## config.mk

```make
export PLATFORM = sky130hd
export DESIGN_NAME = bin_to_bcd_seq_flat
export DESIGN_NICKNAME = d
export VERILOG_FILES = /design/src/rtl/bin_to_bcd_seq_if.sv /design/src/rtl/bin_to_bcd_seq.sv /design/src/flat_wrapper.sv
export SDC_FILE = /design/constraint.sdc
export NUM_CORES = 1
export LEC_CHECK = 0
export ABC_CLOCK_PERIOD_IN_PS = 1600
export BUFFER_PORTS_ARGS = -buffer_cell sky130_fd_sc_hd__buf_2
export CELL_PAD_IN_SITES_DETAIL_PLACEMENT = 1
export CELL_PAD_IN_SITES_GLOBAL_PLACEMENT = 1
export CORE_UTILIZATION = 23
export DETAILED_ROUTE_END_ITERATION = 8
export GPL_TIMING_DRIVEN = 0
export PLACE_DENSITY_LB_ADDON = 0.1
export SLEW_MARGIN = 30
export SYNTH_ARGS = -nofsm -noshare
export SYNTH_HDL_FRONTEND = slang
export SYNTH_SLANG_ARGS = --single-unit
```

## constraint.sdc

```tcl
create_clock -name clk -period 1.6 [get_ports clk]
set_input_delay 0.24 -clock clk [delete_from_list [all_inputs] [get_ports clk]]
set_output_delay 0.24 -clock clk [all_outputs]
set_load 0.01 [all_outputs]
```

## src/rtl/bin_to_bcd_seq_if.sv

```systemverilog
// rtl/bin_to_bcd_seq_if.sv - start/busy/done conversion handshake and BCD result bundle
interface bin_to_bcd_seq_if #(
    parameter int BIN_W  = 10,
    parameter int DIGITS = 3
);
    logic                  start;
    logic [BIN_W-1:0]      bin_in;
    logic                  busy;
    logic                  done;
    logic [4*DIGITS-1:0]   bcd_out;
    logic                  overflow;

    modport master (
        output start, bin_in,
        input  busy, done, bcd_out, overflow
    );

    modport slave (
        input  start, bin_in,
        output busy, done, bcd_out, overflow
    );
endinterface

```

## src/rtl/bin_to_bcd_seq.sv

```systemverilog
// rtl/bin_to_bcd_seq.sv - one-bit-per-clock double-dabble binary-to-BCD converter
// Optional input synchronizer and start edge detector: define BCD_SYNC_EN.
module bin_to_bcd_seq #(
    parameter int BIN_W  = 10,
    parameter int DIGITS = 3
) (
    input  logic              clk,
    input  logic              reset,
    bin_to_bcd_seq_if.slave   bus
);
    localparam int                 ACC_W = 4 * DIGITS;
    localparam int                 CNT_W = $clog2(BIN_W + 1);
    localparam logic [31:0]        MAX_V = 32'(10 ** DIGITS - 1);
    localparam logic [CNT_W-1:0]   LAST  = CNT_W'(BIN_W - 1);
    localparam logic [ACC_W-1:0]   NINES = {DIGITS{4'h9}};

    typedef enum logic {IDLE, SHIFT} state_t;

    state_t                  state, state_n;
    logic [BIN_W-1:0]        sh, sh_n;
    logic [ACC_W-1:0]        acc, acc_n, adj;
    logic [ACC_W-1:0]        bcd_q, bcd_n;
    logic [CNT_W-1:0]        cnt, cnt_n;
    logic                    ovf_flag, ovf_flag_n;
    logic                    ovf_q, ovf_n;
    logic                    done_q, done_n;
    logic [ACC_W+BIN_W-1:0]  cat;
    logic                    go;
    logic [BIN_W-1:0]        bin_use;

`ifdef BCD_SYNC_EN
    logic             s1, s2, s3, pulse;
    logic [BIN_W-1:0] b1, b2;

    // pulse is registered so a held level yields exactly one request
    always_ff @(posedge clk or posedge reset) begin
        if (reset) begin
            s1    <= 1'b0;
            s2    <= 1'b0;
            s3    <= 1'b0;
            pulse <= 1'b0;
            b1    <= '0;
            b2    <= '0;
        end else begin
            s1    <= bus.start;
            s2    <= s1;
            s3    <= s2;
            pulse <= s2 & ~s3;
            b1    <= bus.bin_in;
            b2    <= b1;
        end
    end

    assign go      = pulse;
    assign bin_use = b2;
`else
    assign go      = bus.start;
    assign bin_use = bus.bin_in;
`endif

    always_ff @(posedge clk or posedge reset) begin
        if (reset) begin
            state    <= IDLE;
            sh       <= '0;
            acc      <= '0;
            cnt      <= '0;
            ovf_flag <= 1'b0;
            bcd_q    <= '0;
            ovf_q    <= 1'b0;
            done_q   <= 1'b0;
        end else begin
            state    <= state_n;
            sh       <= sh_n;
            acc      <= acc_n;
            cnt      <= cnt_n;
            ovf_flag <= ovf_flag_n;
            bcd_q    <= bcd_n;
            ovf_q    <= ovf_n;
            done_q   <= done_n;
        end
    end

    always_comb begin
        state_n    = state;
        sh_n       = sh;
        acc_n      = acc;
        cnt_n      = cnt;
        ovf_flag_n = ovf_flag;
        bcd_n      = bcd_q;
        ovf_n      = ovf_q;
        done_n     = 1'b0;

        adj = acc;
        for (int i = 0; i < DIGITS; i++) begin
            if (acc[4*i +: 4] >= 4'd5)
                adj[4*i +: 4] = acc[4*i +: 4] + 4'd3;
        end
        // bits leaving the top are lost only on overflow, which saturates anyway
        cat = {adj, sh} << 1;

        case (state)
            IDLE: begin
                if (go) begin
                    state_n    = SHIFT;
                    sh_n       = bin_use;
                    acc_n      = '0;
                    cnt_n      = '0;
                    ovf_flag_n = 32'(bin_use) > MAX_V;
                end
            end
            SHIFT: begin
                acc_n = cat[ACC_W+BIN_W-1 -: ACC_W];
                sh_n  = cat[BIN_W-1:0];
                cnt_n = cnt + CNT_W'(1);
                if (cnt == LAST) begin
                    state_n = IDLE;
                    bcd_n   = ovf_flag ? NINES : cat[ACC_W+BIN_W-1 -: ACC_W];
                    ovf_n   = ovf_flag;
                    done_n  = 1'b1;
                end
            end
            default: state_n = IDLE;
        endcase
    end

    assign bus.busy     = (state == SHIFT);
    assign bus.done     = done_q;
    assign bus.bcd_out  = bcd_q;
    assign bus.overflow = ovf_q;
endmodule

```

## src/flat_wrapper.sv

```systemverilog
// flat-port wrapper written by rule: the top's interface ports become plain ports
module bin_to_bcd_seq_flat 
#(
    parameter int BIN_W  = 10,
    parameter int DIGITS = 3
)
  (clk, reset, bus_start, bus_bin_in, bus_busy, bus_done, bus_bcd_out, bus_overflow);
  bin_to_bcd_seq_if #(.BIN_W(BIN_W), .DIGITS(DIGITS)) bus_i ();
  input  logic clk;
  input  logic reset;
  input wire logic [$bits(bus_i.start)-1:0] bus_start;
  input wire logic [$bits(bus_i.bin_in)-1:0] bus_bin_in;
  output wire logic [$bits(bus_i.busy)-1:0] bus_busy;
  output wire logic [$bits(bus_i.done)-1:0] bus_done;
  output wire logic [$bits(bus_i.bcd_out)-1:0] bus_bcd_out;
  output wire logic [$bits(bus_i.overflow)-1:0] bus_overflow;
  assign bus_i.start = bus_start;
  assign bus_i.bin_in = bus_bin_in;
  assign bus_busy = bus_i.busy;
  assign bus_done = bus_i.done;
  assign bus_bcd_out = bus_i.bcd_out;
  assign bus_overflow = bus_i.overflow;
  bin_to_bcd_seq #(.BIN_W(BIN_W), .DIGITS(DIGITS)) u_core (.clk(clk), .reset(reset), .bus(bus_i));
endmodule
```

==> results of run 1 <==
## what timing repair did
action / in CTS / in global routing
setup endpoints to repair: 3 / 10
gates resized for setup: 3 / 10
pin swaps: 0 / 4
setup buffers: 0 / 1
## where the power goes
| part | total (W) | internal, W | switching (W) |
|---|---|---|---|
| Combinational | 0.00240 | 0.00113 | 0.00127 |
| Sequential | 0.00190 | 0.00152 | 0.000373 |
| Clock | 0.00108 | 0.000666 | 0.000410 |
## cell families (layout without fill, tap and decap cells)
logic type	Yosys count	after routing	share of synthesized area [%]
adder cells (fa/ha/maj)	8	8	4.896
AND/OR/NAND/NOR	53	53	12.73
multiplexers	18	18	8.874
AO/OA/AOI/OAI	50	50	16.34
buffers and inverters	20	55	4.467
XOR/XNOR	3	3	1.285
flip-flops	42	42	51.41
## layer usage
layer | global-route usage (%) | vias to the layer above | routed length (µm)
li1 | - | 744 | -
met1 | 17.24 | 751 | 2668
met2 | 20.86 | 27 | 2451
met3 | 3.002 | 7 | 161
met4 | 4.104 | 0 | 71
met5 | 0 | - | 0
## layout by cell type, fill, tap and decap left out, drive strengths merged
cell,n
a21o,7
a21oi,13
a22o,5
a31oi,2
a32o,2
buf,36
bufinv,2
clkbuf,7
dfrtp,42
ha,8
inv,10
mux2,1
mux2i,17
nand2,23
nand2b,4
nand3,2
nand4,2
nand4b,1
nor2,12
nor2b,1
nor3,2
nor3b,6
o21ai,17
o31ai,3
o41ai,1
xnor2,3
## through the flow
step | power, W | util [%] | cells | setup TNS, ns | setup WS (ns)
2_1_floorplan | 0.003430 | - | 194 | 0 | 0.2299
3_3_place_gp | 0.004112 | 26.61 | 328 | -18.47 | -0.4396
3_5_place_dp | 0.004117 | 26.64 | 328 | -0.01335 | -0.009846
4_1_cts | 0.005287 | 28.40 | 336 | 0 | 0.01254
5_1_grt | 0.005846 | 28.94 | 337 | 0 | 0.008789
6_report | 0.005370 | 28.94 | 337 | 0 | 0.09190
## flip-flops by register name, indices dropped and copies added (netlist names)
signal,cells
u_core.bus.bcd_out,12
u_core.ovf_flag,1
u_core.sh,10
u_core.acc,12
u_core.bus.overflow,1
u_core.bus.busy,1
u_core.cnt,4
u_core.bus.done,1
## cell type report
type	instances	share of cell area, %
well taps	108	5.381
clock inverters	2	2.392
clock buffers	6	3.288
flip-flops and latches	42	41.90
repair buffers	27	5.481
inverters	10	1.594
plain buffers	10	2.142
multi-input cells	132	37.82
## path summary, 6_finish.rpt
check / to / slack (ns) / depth (start not counted)
worst max-delay path: u_core.bus.bcd_out[6]$_DFFE_PP0P_ / 0.09 / 5
worst min-delay path: u_core.sh[0]$_DFFE_PP0P_ / -0.02 / 2
worst max register to register: u_core.bus.bcd_out[6]$_DFFE_PP0P_ / 0.09 / 5
worst min register to register: u_core.bus.bcd_out[0]$_DFFE_PP0P_ / 0.47 / 2
max in group asynchronous: u_core.acc[4]$_DFFE_PP0P_ / 1.20 / 2
min in group clk: u_core.sh[0]$_DFFE_PP0P_ / 0.21 / 3
==> impl_metrics.env, run 1 <==
export IMPL_startpoint_type="flop"
export IMPL_place_gp_congestion=0.7103
export IMPL_synth_top_area_share_pct=51.41
export IMPL_fp_dieH_um=96.28
export IMPL_end_kind="flop"
export IMPL_worstPathArrival_ns=1.76
export IMPL_yosysSeqAreaShare_pct=51.41
export IMPL_grt_ovfl_total=0
export IMPL_drtPass1Iterations=4
export IMPL_violations="negative hold slack"
export IMPL_synth_seq_cells=42
export IMPL_dpl_hpwl_mm=3.640
export IMPL_vias=1529
export IMPL_clock_path_buffers=2
export IMPL_placedInstanceArea_um2=2312
export IMPL_holdBufCountCts=0
export IMPL_start_util_pct=23.56
export IMPL_path_class="flop to flop"
export IMPL_yosys_area_top_type="dfrtp_1"
export IMPL_grt_pass1_vias=1635
export IMPL_worstHoldPathType="input port to async pin"
export IMPL_setup_viol=0
export IMPL_n_antenna_cell=0
export IMPL_finalWirelength_mm=5.352
export IMPL_min_period_over_period_pct=94.26
export IMPL_synthToLayoutAreaGrowth_pct=22.83
export IMPL_netlist_instances=194
export IMPL_die_x_um=96.28
export IMPL_routed_via_density=4.537
export IMPL_hold_ws_ns=-0.01591
export IMPL_p_leak_nw=1.190
export IMPL_synth_most_common_cell="dfrtp_1"
export IMPL_syn_cell_area_um2=2044
export IMPL_synth_edff_count=0
export IMPL_hold_viol=13
export IMPL_maxCapViolations=0
export IMPL_path_delay_family="flip-flops"
export IMPL_grtUsageTotal_pct=13.01
export IMPL_cp_startpoint="u_core.acc[4]$_DFFE_PP0P_"
export IMPL_fin_skew_ns=0.008661
export IMPL_fillCellCount=996
export IMPL_crit_buf_inv=0
export IMPL_pin_count=28
export IMPL_cts_sink_count=42
export IMPL_antenna_found_initial=0
export IMPL_crit_required_ns=1.85
export IMPL_core_um2=8678
export IMPL_outcome="finished, violations left"
export IMPL_synth_area_leaders="dfrtp_1, mux2i_1, ha_1, nand2_1, o21ai_0"
export IMPL_clkTransAtPathRegs_ns=0.09
export IMPL_post_drt_wl_per_cell_um=15.88
export IMPL_period_minus_slack_ns=1.508
export IMPL_multiInputGateArea_um2=949.7
export IMPL_synthArstFlopShare_pct=100.0
export IMPL_postRouteAntennaNets=0
export IMPL_regToRegStartpoint="u_core.acc[4]$_DFFE_PP0P_"
export IMPL_grt_pass1_wl_mm=8.825
export IMPL_synth_common_cells="dfrtp_1, nand2_1, mux2i_1"
export IMPL_cp_max_fo=5
export IMPL_synth_net_count=215
export IMPL_grt_setup_unrepaired="false"
export IMPL_vdd_drop_max_v=0.0004128
export IMPL_drtIter0Drc=66
export IMPL_clkLatencyLatePin_ns=0.30
export IMPL_yosysWarnings=0
export IMPL_drc=0
export IMPL_rows=34
export IMPL_dieArea_um2=9270
export IMPL_tightest_slew_ns=0.7019
export IMPL_critPathSlowestCell="dfrtp_2"
export IMPL_synth_flop_cell="dfrtp_1"
export IMPL_critPathMaxStageDelay_ns=0.45
export IMPL_crit_chain="ha_1 -> nand2b_2 -> a21oi_4 -> mux2i_4 -> a22o_1"
export IMPL_max_freq_ghz=0.6631
export IMPL_nets=249
export IMPL_cts_root_buf="clkbuf_8"
export IMPL_port_buffer_count=26
export IMPL_stdcell_area_um2=2511
export IMPL_cts_tree="done"
export IMPL_ys_types=33
export IMPL_syn_avg_cell_area_um2=10.54
export IMPL_powerDensity_nw_per_um2=2139
export IMPL_grt_max_degree=43
export IMPL_relSlewSlack_pct=53.03
export IMPL_layout_drive_gt1_share_pct=27.95
export IMPL_slew_violations=0
export IMPL_numCtsBuffers=5
export IMPL_cts_max_level=2
export IMPL_final_seq_area_um2=1052
No activity file was read; power rests on OpenSTA's default activity.
==> run 2: changes to the inputs <==
- GPL_TIMING_DRIVEN: 0 -> not set
- RECOVER_POWER: not set -> 50
==> impl_metrics.env, run 2 (same netlist as run 1, synthesis figures left out) <==
export IMPL_outcome="finished, final reports clean"
export IMPL_critPathSlowestCell="dfrtp_1"
export IMPL_drc=0
export IMPL_wl_met3_um=166
export IMPL_maxCapViolations=0
export IMPL_dpl_hpwl_mm=3.453
export IMPL_drtPass1Iterations=4
export IMPL_vdd_drop_max_v=0.0003266
export IMPL_critPathMaxStageDelay_ns=0.36
export IMPL_crit_buf_inv=1
export IMPL_core_um2=8678
export IMPL_worstHoldStart="bus_bin_in[0]"
export IMPL_cts_root_buf="clkbuf_8"
export IMPL_hold_ws_ns=0.1882
export IMPL_min_period_over_period_pct=95.20
export IMPL_synthToLayoutAreaGrowth_pct=22.89
export IMPL_grt_max_degree=43
export IMPL_cts_max_level=2
export IMPL_max_freq_ghz=0.6565
export IMPL_stdcell_area_um2=2512
export IMPL_clkLatencyLatePin_ns=0.29
export IMPL_tightest_slew_ns=0.6219
export IMPL_regToRegStartpoint="u_core.acc[5]$_DFFE_PP0P_"
export IMPL_maxUsedRoutingLayer="met4"
export IMPL_powerDensity_nw_per_um2=1993
export IMPL_route_met2_wl_mm=2.229
export IMPL_postRouteAntennaNets=0
export IMPL_finalWirelength_mm=4.929
export IMPL_nets=252
export IMPL_post_drt_wl_per_cell_um=14.50
export IMPL_fp_dieH_um=96.28
export IMPL_path_delay_family="flip-flops"
export IMPL_fillCellCount=1019
export IMPL_grt_pass1_vias=1581
export IMPL_clock_path_buffers=2
export IMPL_reg2reg_slack_ns=0.08
export IMPL_final_seq_area_um2=1051
export IMPL_routed_via_density=4.491
export IMPL_start_util_pct=23.56
export IMPL_cts_tree="done"
export IMPL_placedInstanceArea_um2=2369
export IMPL_grt_setup_unrepaired="true"
export IMPL_hold_viol=0
export IMPL_m1WireLength_mm=2.481
export IMPL_clkTransAtPathRegs_ns=0.09
export IMPL_slew_violations=0
export IMPL_cp_max_fo=4
export IMPL_final_common_cell="dfrtp_1"
export IMPL_layout_common_cells="dfrtp_1, nand2_1, buf_2, mux2i_1, o21ai_0"
export IMPL_setup_viol=0
export IMPL_startpoint_type="flop"
export IMPL_antenna_found_initial=0
export IMPL_p_leak_nw=1.200
export IMPL_cp_startpoint="u_core.acc[5]$_DFFE_PP0P_"
export IMPL_period_minus_slack_ns=1.523
export IMPL_relSlewSlack_pct=58.54
export IMPL_die_x_um=96.28
export IMPL_n_antenna_cell=0
export IMPL_crit_required_ns=1.84
export IMPL_worstHoldPathType="input port to flop"
export IMPL_cts_sink_count=42
export IMPL_end_kind="flop"
export IMPL_numCtsBuffers=5
export IMPL_rows=34
export IMPL_grt_ovfl_total=0
export IMPL_grtUsageTotal_pct=11.91
export IMPL_multiInputGateArea_um2=933.4
export IMPL_fin_skew_ns=0.004421
export IMPL_layout_drive_gt1_share_pct=24.14
export IMPL_path_class="flop to flop"
export IMPL_crit_chain="inv_1 -> ha_1 -> nand2b_2 -> a21oi_4 -> mux2i_2 -> a22o_1"
export IMPL_worstPathArrival_ns=1.76
export IMPL_vias=1527
export IMPL_pin_count=28
export IMPL_place_gp_congestion=0.6647
export IMPL_drtIter0Drc=37
export IMPL_grt_pass1_wl_mm=8.245
export IMPL_port_buffer_count=27
export IMPL_dieArea_um2=9270
[run 2: cell types whose count changed in the layout (fill, tap and decap cells not counted), moves of 3 or more]
cell / previous run / this run
inv_1: 5 / 8
inv_2: 4 / 0
buf_4: 3 / 10
buf_2: 33 / 23
clkbuf_1: 1 / 4
[run 2: path summary, 6_finish.rpt]
kind / endpoint / cells after the start
setup / recovery: u_core.bus.bcd_out[6]$_DFFE_PP0P_ / 6
min in group asynchronous: u_core.cnt[2]$_DFFE_PP0P_ / 4
setup reg to reg: u_core.bus.bcd_out[6]$_DFFE_PP0P_ / 6
hold reg to reg: u_core.bus.bcd_out[0]$_DFFE_PP0P_ / 2
hold / removal: u_core.sh[0]$_DFFE_PP0P_ / 3
max in group asynchronous: u_core.bus.overflow$_DFFE_PP0P_ / 4
[run 2: layer usage]
layer / vias to the layer above / track usage (%)
li1: 753 / -
met5: - / 0
met4: 0 / 3.731
met1: 745 / 16.08
met3: 5 / 2.844
met2: 24 / 18.68
[run 2: metrics by stage]
| step | setup TNS [ns] | total power [W] | setup slack (ns) | std cells | utilization [%] |
|---|---|---|---|---|---|
| 2_1_floorplan | 0 | 0.003430 | 0.2299 | 194 | - |
| 3_3_place_gp | 0 | 0.004122 | 0.06882 | 330 | 27.29 |
| 3_5_place_dp | 0 | 0.004152 | 0.04083 | 330 | 27.29 |
| 4_1_cts | 0 | 0.005008 | 0.01981 | 339 | 28.68 |
| 5_1_grt | -0.008071 | 0.005480 | -0.008071 | 340 | 28.95 |
| 6_report | 0 | 0.005007 | 0.07686 | 340 | 28.95 |
[run 2: timing repair]
item	in CTS	in global routing
endpoints found under the hold margin	42	0
resized for setup	0	7
endpoints found under the setup margin	0	8
setup buffers	0	1
hold buffers	1	0
[run 2: tightest hold or removal path, stage by stage]
cell     delay [ns]
buf_2          0.07
mux2i_1        0.05
nor2_1         0.07
[run 2: layout make-up]
class	instances	area share (%)
Inverter	10	1.594
Clock buffer	8	4.382
Tap cell	108	5.379
Timing Repair Buffer	40	9.661
Sequential cell	42	41.83
Multi-Input combinational cell	132	37.15
[run 2: where the power goes]
part	internal (W)	total, W	switching, W
Clock	0.000437	0.000826	0.000389
Combinational	0.00111	0.00226	0.00115
Sequential	0.00152	0.00192	0.000399
Total	0.00307	0.00501	0.00194
==> run 3: changes to the inputs <==
- ABC_AREA: not set -> 1
- GPL_TIMING_DRIVEN: not set -> 1
==> impl_metrics.env, run 3 <==
export IMPL_drtPass1Iterations=4
export IMPL_outcome="finished, final reports clean"
export IMPL_dpl_hpwl_mm=3.641
export IMPL_yosysSeqAreaShare_pct=53.44
export IMPL_synth_flop_cell="dfrtp_1"
export IMPL_nets=281
export IMPL_final_common_cell="nand2_1"
export IMPL_cts_resized=0
export IMPL_utilization_pct=28.35
export IMPL_combPwrFrac_pct=43.6
export IMPL_vias=1628
export IMPL_synth_most_common_cell="nand2_1"
export IMPL_maxCapViolations=0
export IMPL_synthArstFlopShare_pct=100.0
export IMPL_internal_power_w=0.002642
export IMPL_pwr_share_clk_pct=15.8
export IMPL_numCtsBuffers=5
export IMPL_vdd_drop_max_v=0.0003822
export IMPL_critPathMaxStageDelay_ns=0.43
export IMPL_cts_sink_count=42
export IMPL_period_minus_slack_ns=1.426
export IMPL_fp_dieH_um=94.48
export IMPL_ys_types=22
export IMPL_synth_top_area_share_pct=53.44
export IMPL_crit_chain="ha_1 -> nand4_4 -> clkinv_1 -> nor2_1 -> a21oi_1"
export IMPL_netlist_instances=222
export IMPL_synth_common_cells="nand2_1, dfrtp_1, nand3_1"
export IMPL_stdcell_count=366
export IMPL_setup_viol=0
export IMPL_rows=33
export IMPL_cts_root_buf="clkbuf_8"
export IMPL_hold_ws_ns=0.1599
export IMPL_fin_skew_ns=0.009755
export IMPL_p_switching_w=0.001985
export IMPL_dp_cells=357
export IMPL_postRouteAntennaNets=0
export IMPL_grtUsageTotal_pct=12.90
export IMPL_grt_pass1_vias=1761
export IMPL_grt_max_degree=43
export IMPL_dieArea_um2=8926
export IMPL_relSlewSlack_pct=57.77
export IMPL_n_antenna_cell=0
export IMPL_worstPathArrival_ns=1.60
export IMPL_cp_max_fo=9
export IMPL_clkLatencyLatePin_ns=0.30
export IMPL_end_kind="flop"
export IMPL_routed_via_density=4.448
export IMPL_grt_setup_unrepaired="false"
export IMPL_startpoint_type="flop"
export IMPL_synth_net_count=243
export IMPL_syn_avg_cell_area_um2=8.860
export IMPL_syn_cell_area_um2=1967
export IMPL_synth_edff_count=0
export IMPL_hold_viol=0
export IMPL_powerDensity_nw_per_um2=1977
export IMPL_netSwitchingFraction_pct=42.90
export IMPL_post_drt_wl_per_cell_um=13.70
export IMPL_path_class="flop to flop"
export IMPL_grt_ovfl_total=0
export IMPL_tightest_slew_ns=0.6334
export IMPL_yosysWarnings=0
export IMPL_fillCellCount=1000
export IMPL_cts_max_level=2
export IMPL_p_seq_share_pct=40.6
export IMPL_antenna_found_initial=0
export IMPL_port_buffer_count=27
export IMPL_clkTransAtPathRegs_ns=0.09
export IMPL_place_gp_congestion=0.7279
export IMPL_min_period_over_period_pct=89.11
export IMPL_slew_violations=0
export IMPL_p_leak_nw=1.152
export IMPL_die_x_um=94.48
export IMPL_tns_ns=0
export IMPL_layout_common_cells="nand2_1, dfrtp_1, nand3_1, buf_2, inv_1"
export IMPL_synth_seq_cells=42
export IMPL_worstHoldPathType="input port to flop"
export IMPL_yosys_area_top_type="dfrtp_1"
export IMPL_drc=0
export IMPL_core_um2=8258
export IMPL_pin_count=28
export IMPL_drtIter0Drc=43
export IMPL_synth_area_leaders="dfrtp_1, nand2_1, nand3_1, ha_1, o21ai_0"
export IMPL_cts_tree="done"
export IMPL_clock_path_buffers=2
export IMPL_max_freq_ghz=0.7014
export IMPL_critPathSlowestCell="dfrtp_1"
export IMPL_synthToLayoutAreaGrowth_pct=19.02
export IMPL_grt_pass1_wl_mm=8.818
export IMPL_layout_drive_gt1_share_pct=16.09
export IMPL_start_util_pct=23.82
export IMPL_crit_required_ns=1.77
export IMPL_cts_setup_buffers=0
export IMPL_finalWirelength_mm=5.013
==> run 3: changes by cell type in the layout (fill, tap and decap cells not counted), moves of 4 or more <==
cell / change
a21o_1: -7
a21oi_1: -4
a22o_1: -4
inv_1: +9
mux2i_1: -15
nand2_1: +41
nand3_1: +29
nor3b_1: -6
o22ai_1: +6
==> run 3: final timing paths <==
| check | cells after the start | slack [ns] | to | startpoint |
|---|---|---|---|---|
| setup / recovery | 5 | 0.17 | u_core.bus.bcd_out[3]$_DFFE_PP0P_ | u_core.cnt[0]$_DFFE_PP0P_ |
| min in group asynchronous | 4 | 0.68 | u_core.cnt[2]$_DFFE_PP0P_ | reset |
| hold / removal | 3 | 0.16 | u_core.sh[2]$_DFFE_PP0P_ | bus_bin_in[2] |
| setup reg to reg | 5 | 0.17 | u_core.bus.bcd_out[3]$_DFFE_PP0P_ | u_core.cnt[0]$_DFFE_PP0P_ |
| max in group asynchronous | 4 | 0.50 | u_core.cnt[0]$_DFFE_PP0P_ | reset |
| hold reg to reg | 2 | 0.49 | u_core.sh[6]$_DFFE_PP0P_ | u_core.sh[6]$_DFFE_PP0P_ |
==> run 3: area by class of cell <==
class                   instances  area [µm²]  share of cell area [%]
clock buffers                   6       82.58                   3.528
multi-input cells             154       787.0                   33.62
clock inverters                 2       12.51                  0.5345
repair buffers                 36       197.7                   8.445
inverters                      21       78.83                   3.367
flip-flops and latches         42        1051                   44.90
well taps                     105       131.4                   5.612
==> run 3: per-layer routing <==
| layer | global-route usage [%] | up-vias | share of wire [%] | wire (µm) |
|---|---|---|---|---|
| li1 | - | 805 | - | - |
| met1 | 16.98 | 791 | 50 | 2495 |
| met2 | 21.20 | 27 | 46 | 2297 |
| met3 | 2.818 | 5 | 3.4 | 170 |
| met4 | 3.788 | 0 | 1.0 | 51 |
| met5 | 0 | - | 0 | 0 |
==> run 3: per-stage QoR <==
| step | area [µm²] | total power (W) | setup WS, ns |
|---|---|---|---|
| finish | 2341 | 0.004628 | 0.1742 |
| global route | 2341 | 0.005129 | 0.05132 |
| CTS | 2369 | 0.004774 | 0.09198 |
| detailed placement | 2263 | 0.004008 | 0.1561 |
| global placement | 2263 | 0.004020 | 0.1834 |
| floorplan | 1967 | 0.003279 | 0.3635 |
==> run 3: timing repair <==
action	CTS	global route
endpoints found under the setup margin	0	0
hold endpoints to repair	42	0
hold buffers	1	0
==> run 3: critical path: cells and delay by family (launching register included) <==
family | cells | cell delay (ns)
compound gates | 1 | 0.05
fa+ha+maj | 1 | 0.25
buf+inv | 1 | 0.26
flops | 1 | 0.43
simple gates | 2 | 0.32
==> run 3: power groups by stage <==
stage | clock network (W) | registers [W] | logic [W]
3_3_place_gp | 0 | 0.00192 | 0.00209
4_1_cts | 0.000779 | 0.00189 | 0.00210
2_1_floorplan | 0 | 0.00189 | 0.00139
5_1_grt | 0.000807 | 0.00195 | 0.00237
6_report | 0.000731 | 0.00188 | 0.00202
3_5_place_dp | 0 | 0.00191 | 0.00209
==> run 3: kinds of logic after synthesis <==
group                      share of synthesized area [%]
and+or+nand+nor                                    26.02
DFF                                                53.44
AOI/OAI and AO/OA                                  8.842
buffers and inverters                              6.170
adders and majority gates                          5.089
xor gates and xnor gates                          0.4454
